`src/rtl/uart_proto_pkg.sv`:
```
// rtl/uart_proto_pkg.sv - host protocol constants and responder state encoding
// Purpose: shared opcode/reply bytes and the 3-bit FSM state type for
//          uart_reg_responder.
// Ports:   none (package).
package uart_proto_pkg;

  localparam logic [7:0] CMD_WRITE = 8'h57;  // 'W' addr data
  localparam logic [7:0] CMD_READ  = 8'h52;  // 'R' addr
  localparam logic [7:0] RSP_ACK   = 8'h4B;  // 'K' after a write
  localparam logic [7:0] RSP_NAK   = 8'h3F;  // '?' for an unknown opcode

  typedef enum logic [2:0] {
    ST_IDLE      = 3'd0,
    ST_GET_ADDR  = 3'd1,
    ST_GET_DATA  = 3'd2,
    ST_DO_WRITE  = 3'd3,
    ST_DO_READ   = 3'd4,
    ST_READ_CAP  = 3'd5,
    ST_SEND      = 3'd6,
    ST_SEND_WAIT = 3'd7
  } state_t;

endpackage

```
`src/rtl/uart_frame_timer.sv`:
```
// rtl/uart_frame_timer.sv - 24-bit inter-byte timeout counter
// Purpose: counts clock cycles while enabled; expired is high once the count
//          equals LIMIT and stays high until cleared.
// Ports:   clk, rst (sync, active-high), clear (zero the count),
//          enable (count this cycle), expired (count == LIMIT).
module uart_frame_timer #(
  parameter int unsigned LIMIT = 80000
) (
  input  logic clk,
  input  logic rst,
  input  logic clear,
  input  logic enable,
  output logic expired
);

  localparam logic [23:0] LIMIT_W = 24'(LIMIT);

  logic [23:0] count;

  assign expired = (count == LIMIT_W);

  always_ff @(posedge clk) begin
    if (rst || clear) begin
      count <= '0;
    end else if (enable && !expired) begin
      count <= count + 24'd1;
    end
  end

endmodule

```
`src/rtl/uart_reg_responder.sv`:
```
// rtl/uart_reg_responder.sv - uart byte stream to register strobe responder
// Purpose: decodes 'W addr data' / 'R addr' frames from the uart receiver into
//          register write/read strobes and sends one reply byte per command.
// Ports:   clk, rst (sync, active-high)
//          rx_valid/rx_data/rx_error   - received byte stream from the uart
//          tx_busy/tx_start/tx_data    - uart transmit handshake
//          reg_addr/reg_wdata/reg_we/reg_re/reg_rdata - register port
//          overrun - byte dropped while not accepting; busy - frame in progress
module uart_reg_responder
  import uart_proto_pkg::*;
#(
  parameter int unsigned TIMEOUT_CYCLES = 80000
) (
  input  logic       clk,
  input  logic       rst,
  input  logic       rx_valid,
  input  logic [7:0] rx_data,
  input  logic       rx_error,
  input  logic       tx_busy,
  output logic       tx_start,
  output logic [7:0] tx_data,
  output logic [7:0] reg_addr,
  output logic [7:0] reg_wdata,
  output logic       reg_we,
  output logic       reg_re,
  input  logic [7:0] reg_rdata,
  output logic       overrun,
  output logic       busy
);

  state_t state;
  logic   is_write;
  logic   rx_byte;
  logic   receiving;
  logic   accepted;
  logic   expired;

  // A byte flagged with a framing error is never used as data.
  assign rx_byte   = rx_valid && !rx_error;
  assign receiving = (state == ST_IDLE) || (state == ST_GET_ADDR) ||
                     (state == ST_GET_DATA);
  assign accepted  = rx_byte && receiving;

  uart_frame_timer #(
    .LIMIT (TIMEOUT_CYCLES)
  ) u_timer (
    .clk     (clk),
    .rst     (rst),
    .clear   (accepted || (state == ST_IDLE)),
    .enable  ((state == ST_GET_ADDR) || (state == ST_GET_DATA)),
    .expired (expired)
  );

  // Strobes are raised on the transition into DO_WRITE/DO_READ so they are
  // high during those states; this lets read data arrive in READ_CAP.
  always_ff @(posedge clk) begin
    if (rst) begin
      state     <= ST_IDLE;
      is_write  <= 1'b0;
      tx_start  <= 1'b0;
      tx_data   <= '0;
      reg_addr  <= '0;
      reg_wdata <= '0;
      reg_we    <= 1'b0;
      reg_re    <= 1'b0;
      overrun   <= 1'b0;
      busy      <= 1'b0;
    end else begin
      reg_we   <= 1'b0;
      reg_re   <= 1'b0;
      tx_start <= 1'b0;
      overrun  <= rx_byte && !receiving;

      case (state)
        ST_IDLE: begin
          if (rx_byte) begin
            busy <= 1'b1;
            if (rx_data == CMD_WRITE || rx_data == CMD_READ) begin
              is_write <= (rx_data == CMD_WRITE);
              state    <= ST_GET_ADDR;
            end else begin
              tx_data <= RSP_NAK;
              state   <= ST_SEND;
            end
          end
        end

        ST_GET_ADDR: begin
          if (rx_error || expired) begin
            state <= ST_IDLE;
            busy  <= 1'b0;
          end else if (rx_valid) begin
            reg_addr <= rx_data;
            if (is_write) begin
              state <= ST_GET_DATA;
            end else begin
              reg_re <= 1'b1;
              state  <= ST_DO_READ;
            end
          end
        end

        ST_GET_DATA: begin
          if (rx_error || expired) begin
            state <= ST_IDLE;
            busy  <= 1'b0;
          end else if (rx_valid) begin
            reg_wdata <= rx_data;
            reg_we    <= 1'b1;
            state     <= ST_DO_WRITE;
          end
        end

        ST_DO_WRITE: begin
          tx_data <= RSP_ACK;
          state   <= ST_SEND;
        end

        ST_DO_READ: begin
          state <= ST_READ_CAP;
        end

        ST_READ_CAP: begin
          tx_data <= reg_rdata;
          state   <= ST_SEND;
        end

        ST_SEND: begin
          if (!tx_busy) begin
            tx_start <= 1'b1;
            state    <= ST_SEND_WAIT;
          end
        end

        ST_SEND_WAIT: begin
          // tx_start is high only in the first SEND_WAIT cycle, before the
          // uart has raised tx_busy, so tx_busy is not trusted then.
          if (!tx_start && !tx_busy) begin
            state <= ST_IDLE;
            busy  <= 1'b0;
          end
        end

        default: begin
          state <= ST_IDLE;
          busy  <= 1'b0;
        end
      endcase
    end
  end

endmodule

```
`config.mk`:
```
export PLATFORM = sky130hd
export DESIGN_NAME = uart_reg_responder
export DESIGN_NICKNAME = d
export VERILOG_FILES = /design/src/rtl/uart_proto_pkg.sv /design/src/rtl/uart_frame_timer.sv /design/src/rtl/uart_reg_responder.sv
export SDC_FILE = /design/constraint.sdc
export NUM_CORES = 1
export LEC_CHECK = 0
export BUFFER_PORTS_ARGS = -buffer_cell sky130_fd_sc_hd__buf_2
export CAP_MARGIN = 15
export CORE_ASPECT_RATIO = 2
export CORE_MARGIN = 10
export CORE_UTILIZATION = 50
export DETAILED_ROUTE_END_ITERATION = 10
export PLACE_DENSITY = 0.75
export SLEW_MARGIN = 20
export SYNTH_ARGS = -nofsm -noshare
export SYNTH_HDL_FRONTEND = slang
export SYNTH_SLANG_ARGS = --single-unit
```
`constraint.sdc`:
```
create_clock -name clk -period 4.8 [get_ports clk]
set_input_delay 0.48 -clock clk [delete_from_list [all_inputs] [get_ports clk]]
set_output_delay 0.48 -clock clk [all_outputs]
set_load 0.1 [all_outputs]
```
After elaboration in Yosys (flattened, before gate mapping)
Index checks and enable logic that the tools add are counted.
{ "word_totals": {"reg_bits": 57, "out_inout_bits": 29} }
{ "op_classes": {"n_addsub": 1, "n_eq_ne": 17, "muxes": 20, "bitwise": 5, "reduce_logical": 31} }
{ "ops": {"columns": ["operator", "n"], "rows": [
  ["$mux 3", 9],
  ["$add 24x1->24 const B", 1],
  ["$eq 24x17->1 const B", 1],
  ["$pmux 8 s3", 1],
  ["$pmux 3 s7", 1],
  ["$eq 8x7->1 const B", 2],
  ["$mux 8", 2],
  ["$eq 3x3->1 const B", 4],
  ["$reduce_and 3->1", 4],
  ["$ne 2x2->1 const B", 4],
  ["$logic_or 1x1->1", 7],
  ["$eq 3x2->1 const B", 2],
  ["$mux 1", 6],
  ["$ne 3x2->1 const B", 2],
  ["$reduce_bool 3->1", 2],
  ["$reduce_or 2->1", 3],
  ["$logic_and 1x1->1", 5],
  ["$logic_not 1->1", 5],
  ["$not 1->1", 5],
  ["$reduce_and 5->1", 1],
  ["$reduce_and 4->1", 1],
  ["$reduce_or 4->1", 1],
  ["$eq 3x1->1 const B", 1],
  ["$logic_not 3->1", 1],
  ["other kinds (3)", 3]
]} }

Depth between registers and ports, before layout
{ "logic_depth": {"depth_word": 6, "depth_mapped": 9} }

By module
A second synthesis with hierarchy kept.
{ "unflattened": {"cells_unflattened": 322, "area_unflattened_um2": 2755.1} }
{ "modules_own_cells": {"columns": ["mod", "instances", "cells_each", "area_each_um2"], "rows": [
  ["uart_reg_responder", 1, 177, 1490.2],
  ["uart_frame_timer", 1, 145, 1265.0]
]} }

Worst setup path before layout
OpenSTA, ideal clock, no wires.
{ "synth_timing": {"path_type": "register to register", "from": "register u_timer.count[1]", "to": "register reg_wdata[6]", "setup_ns": 0.128, "t_arrival_ns": 1.732, "setup_slack_ns": 2.940, "stages_incl_launch_ff": 10, "n_path_buf": 2, "path_cell_list": "dfxtp_1 -> inv_1 -> ha_1 -> nor4b_2 -> nand4_2 -> buf_2 -> o211ai_2 -> buf_6 -> mux2i_1 -> nor2_1"} }
{ "synth_via": {"elab_chain_cells": 4} }
{ "synth_rtl": {"columns": ["item", "line_no", "source"], "rows": [
  ["start, declared", "uart_frame_timer.sv:18", "logic [23:0] count;"],
  ["start signal, assigned", "uart_frame_timer.sv:26", "count <= count + 24'd1;"],
  ["$eq 24x17->1", "uart_frame_timer.sv:20", "assign expired = (count == LIMIT_W);"],
  ["$logic_or 1x1->1", "uart_reg_responder.sv:104", "if (rx_error || expired) begin"],
  ["$not 1->1 (no source line)", null, null],
  ["$reduce_and 3->1 (no source line)", null, null],
  ["end signal, assigned", "uart_reg_responder.sv:108", "reg_wdata <= rx_data;"],
  ["end, declared", "uart_reg_responder.sv:23", "output logic [7:0] reg_wdata,"]
]} }
No other way between the ends.
A chain may end at the register's enable or synchronous reset.

Worst setup path in the final report
{ "layout_timing": {"from": "register u_timer.count[1]", "to": "register reg_addr[4]"} }
{ "layout_via": {"elab_chain_cells": 4} }
{ "layout_rtl": {"columns": ["item", "line_no", "source"], "rows": [
  ["$eq 24x17->1", "uart_frame_timer.sv:20", null],
  ["$logic_or 1x1->1", "uart_reg_responder.sv:89", "if (rx_error || expired) begin"],
  ["$not 1->1 (no source line)", null, null],
  ["$reduce_and 3->1 (no source line)", null, null],
  ["end signal, assigned", "uart_reg_responder.sv:93", "reg_addr <= rx_data;"],
  ["end, declared", "uart_reg_responder.sv:22", "output logic [7:0] reg_addr,"]
]} }
No other way between the ends.

==> flow_summary.json <==
{
  "grt_pass1_vias": 2558,
  "ios": 50,
  "relSlewSlack_pct": 50.7,
  "cts.sinks": 57,
  "final-setup-viol-count": 0,
  "skew_ps": 9.38,
  "max_freq_ghz": 0.403,
  "ys_async_sr_fraction_pct": 0,
  "grt_max_degree": 35,
  "hp-start": "tx_busy",
  "min_period_ps": 2480,
  "comb_power_share_pct": 32.3,
  "numCtsBuffers": 9,
  "worstReg2RegEnd": "reg_addr[4]",
  "min_delay_path_depth": 2,
  "critPathMaxFanout": 15,
  "antenna_found_initial": 0,
  "drive_gt1_share_pct": 22.4,
  "n_antenna_cell": 0,
  "routabilityCongestion": 0.875,
  "die_width_um": 72.6,
  "hold_viol": 0,
  "hold_path.class": "input port to flip-flop",
  "cts_buffer_depth": 2,
  "yosys.area_share.xor_xnor_pct": 3.80,
  "p_per_area_mw_per_mm2": 498,
  "die_y_um": 125,
  "cts.htree.levels": 3,
  "num_vias": 2440,
  "tightest_slew_ps": 740,
  "vias_per_cell": 5.85,
  "numPortBuffers": 49,
  "drc": 0,
  "yosys_warnings": 0,
  "cts_root_buf": "clkbuf_8",
  "pre_cts_ws_ps": 2340,
  "core_sq_mm": 0.00542,
  "cellInternalPower_mw": 0.974,
  "swShare_pct": 39.7,
  "end_kind": "flip-flop",
  "worstSetupPathType": "flip-flop to flip-flop",
  "clk_latency_ps": 340,
  "syn_nets": 330,
  "hold_end": "tx_start",
  "cts_resized": 0,
  "wl_um": 6790,
  "p_sw_mw": 0.640,
  "fin_area_sq_mm": 0.00324,
  "r2r_cells": 7,
  "nets": 376,
  "syn-cell-area_sq_mm": 0.00276,
  "post-cts-setup-buffer-count": 0,
  "synth_ff_type": "dfxtp_1",
  "dp_hpwl_um": 5030,
  "cp.arrival_ps": 2680,
  "layout_common_cells": "dfxtp_1 (57), buf_2 (49), nor2_1 (43), nand2_1 (18), mux2i_1 (18)",
  "grt_setup_unrepaired": "no",
  "yosys-top-cells-area": "dfxtp_1 (41%), mux2i_1 (6.5%), nor2_1 (5.8%)",
  "synthMuxAreaShare_pct": 6.93,
  "postLayoutCoreUtil_pct": 59.8,
  "yosysUniqueCellTypes": 57,
  "outcome": "complete, no violations",
  "dr.pass1.iters": 4,
  "critPathLaunchType": "flip-flop",
  "syn_inst": 307,
  "postCtsHoldBufs": 0,
  "start_util_pct": 51.0,
  "crit_required_ps": 5000,
  "crit-reg2reg-launch": "u_timer.count[1]",
  "post_dp_cell_area_sq_mm": 0.00301,
  "synth-adder-area-share_pct": 0.905,
  "post-synth-top-area-cell": "dfxtp_1",
  "leakagePower_nw": 1.41,
  "floorplan.die_area_sq_mm": 0.00908,
  "synth_edf_count": 0,
  "finalCritPeriodShare_pct": 51.7,
  "cts_tree": "yes",
  "worst_slack_ps": 2320,
  "reg2reg_slack_ps": 2320,
  "clk_pin_slew_ps": 60,
  "setup-tns-final_ps": 0,
  "vdd_ir_drop_max_mv": 0.389,
  "synthDominantCellAreaShare_pct": 41.3,
  "synthToLayoutAreaGrowth_pct": 17.2,
  "grt.total_usage_pct": 15.7,
  "p_seq_share_pct": 35.6,
  "antenna_left": 0,
  "slew_viol_final": 0,
  "overflow": 0,
  "clkPwrFrac_pct": 32.1,
  "syn_area_per_cell_sq_um": 9.00,
  "synth_compound_area_share_pct": 17.2,
  "synth_top_family_by_area": "simple AND/OR/NAND/NOR gates",
  "drt_iter0_drc": 104,
  "yosys.area_share.simple_pct": 25.2,
  "final_common_cell": "dfxtp_1",
  "drv_cap": 0,
  "grt_first_pass_wirelength_um": 11700,
  "rows": 38,
  "ys_ff_latch": 57,
  "wl_per_cell_um": 16.3,
  "ys_seq_area_share_pct": 41.3
}
[cell families after synthesis]
family | Yosys count
flip-flops | 57
buffers and inverters | 29
XOR/XNOR | 12
multiplexers | 19
adder cells (fa/ha/maj) | 2
AND/OR/NAND/NOR | 119
AO/OA/AOI/OAI | 69
[cell type report]
cell class                      count  area (sq um)
Timing Repair Buffer               49           245
Inverter                           15          56.3
Multi-Input combinational cell    221          1490
Fill cell                         509          2180
Clock buffer                       13           169
Clock inverter                      2          60.1
Tap cell                           60          75.1
Sequential cell                    57          1140
[cell usage after synthesis, types with 5 or more instances]
cell,instances
inv_1,13
a21oi_1,16
dfxtp_1,57
xnor2_1,5
clkbuf_1,10
or3_1,6
o21ai_0,6
nand2_1,18
xor2_1,7
mux2i_1,18
nor3_1,5
nor2_1,43
o211ai_1,6
nand3_1,7
o21ai_1,9
or4_1,6
[routing by layer]
layer  up-vias  global-route usage [%]  wire [um]
li1       1217                       -          -
met1      1140                    15.9       2610
met2        63                    27.4       3660
met3        20                    3.96        288
met4         0                    9.21        230
met5         -                       0          0
[power groups by stage]
| stage | registers [mW] | clock network [mW] | logic, mW |
|---|---|---|---|
| 2_1_floorplan | 0.775 | 0 | 0.235 |
| 3_3_place_gp | 0.581 | 0 | 0.520 |
| 3_5_place_dp | 0.582 | 0 | 0.523 |
| 4_1_cts | 0.573 | 0.527 | 0.525 |
| 5_1_grt | 0.582 | 0.552 | 0.563 |
| 6_report | 0.574 | 0.518 | 0.522 |
[how the worst max path moves through the flow]
stage | startpoint | endpoint | slack, ps | cells past startpoint
final | u_timer.count[1] | reg_addr[4] | 2320 | 7
after global routing | u_timer.count[1] | reg_addr[1] | 2090 | 7
after CTS | u_timer.count[1] | reg_addr[4] | 2300 | 7
after detailed placement | u_timer.count[1] | reg_addr[4] | 2340 | 7
after global placement | u_timer.count[1] | reg_addr[1] | 2360 | 7
after floorplan | u_timer.count[1] | reg_wdata[6] | 2940 | 9
[critical path, stage by stage (launching register included)]
cell      delay, ps
dfxtp_1         330
inv_1           120
ha_1            200
nor4b_2         270
nand4_2         430
o211ai_2        670
mux2i_1         260
nor2_1           70
[per-stage QoR]
step	power (mW)	cells	hold slack, ps
2_1_floorplan	1.01	307	455
3_3_place_gp	1.10	402	436
3_5_place_dp	1.11	402	443
4_1_cts	1.62	417	330
5_1_grt	1.70	417	334
6_report	1.61	417	345
[state kept, by name (all words and copies together) (netlist names), 3 cells and up]
name	flops
tx_data	8
state	3
reg_addr	8
reg_wdata	8
u_timer.count	24
No activity file was read; power rests on OpenSTA's default activity.
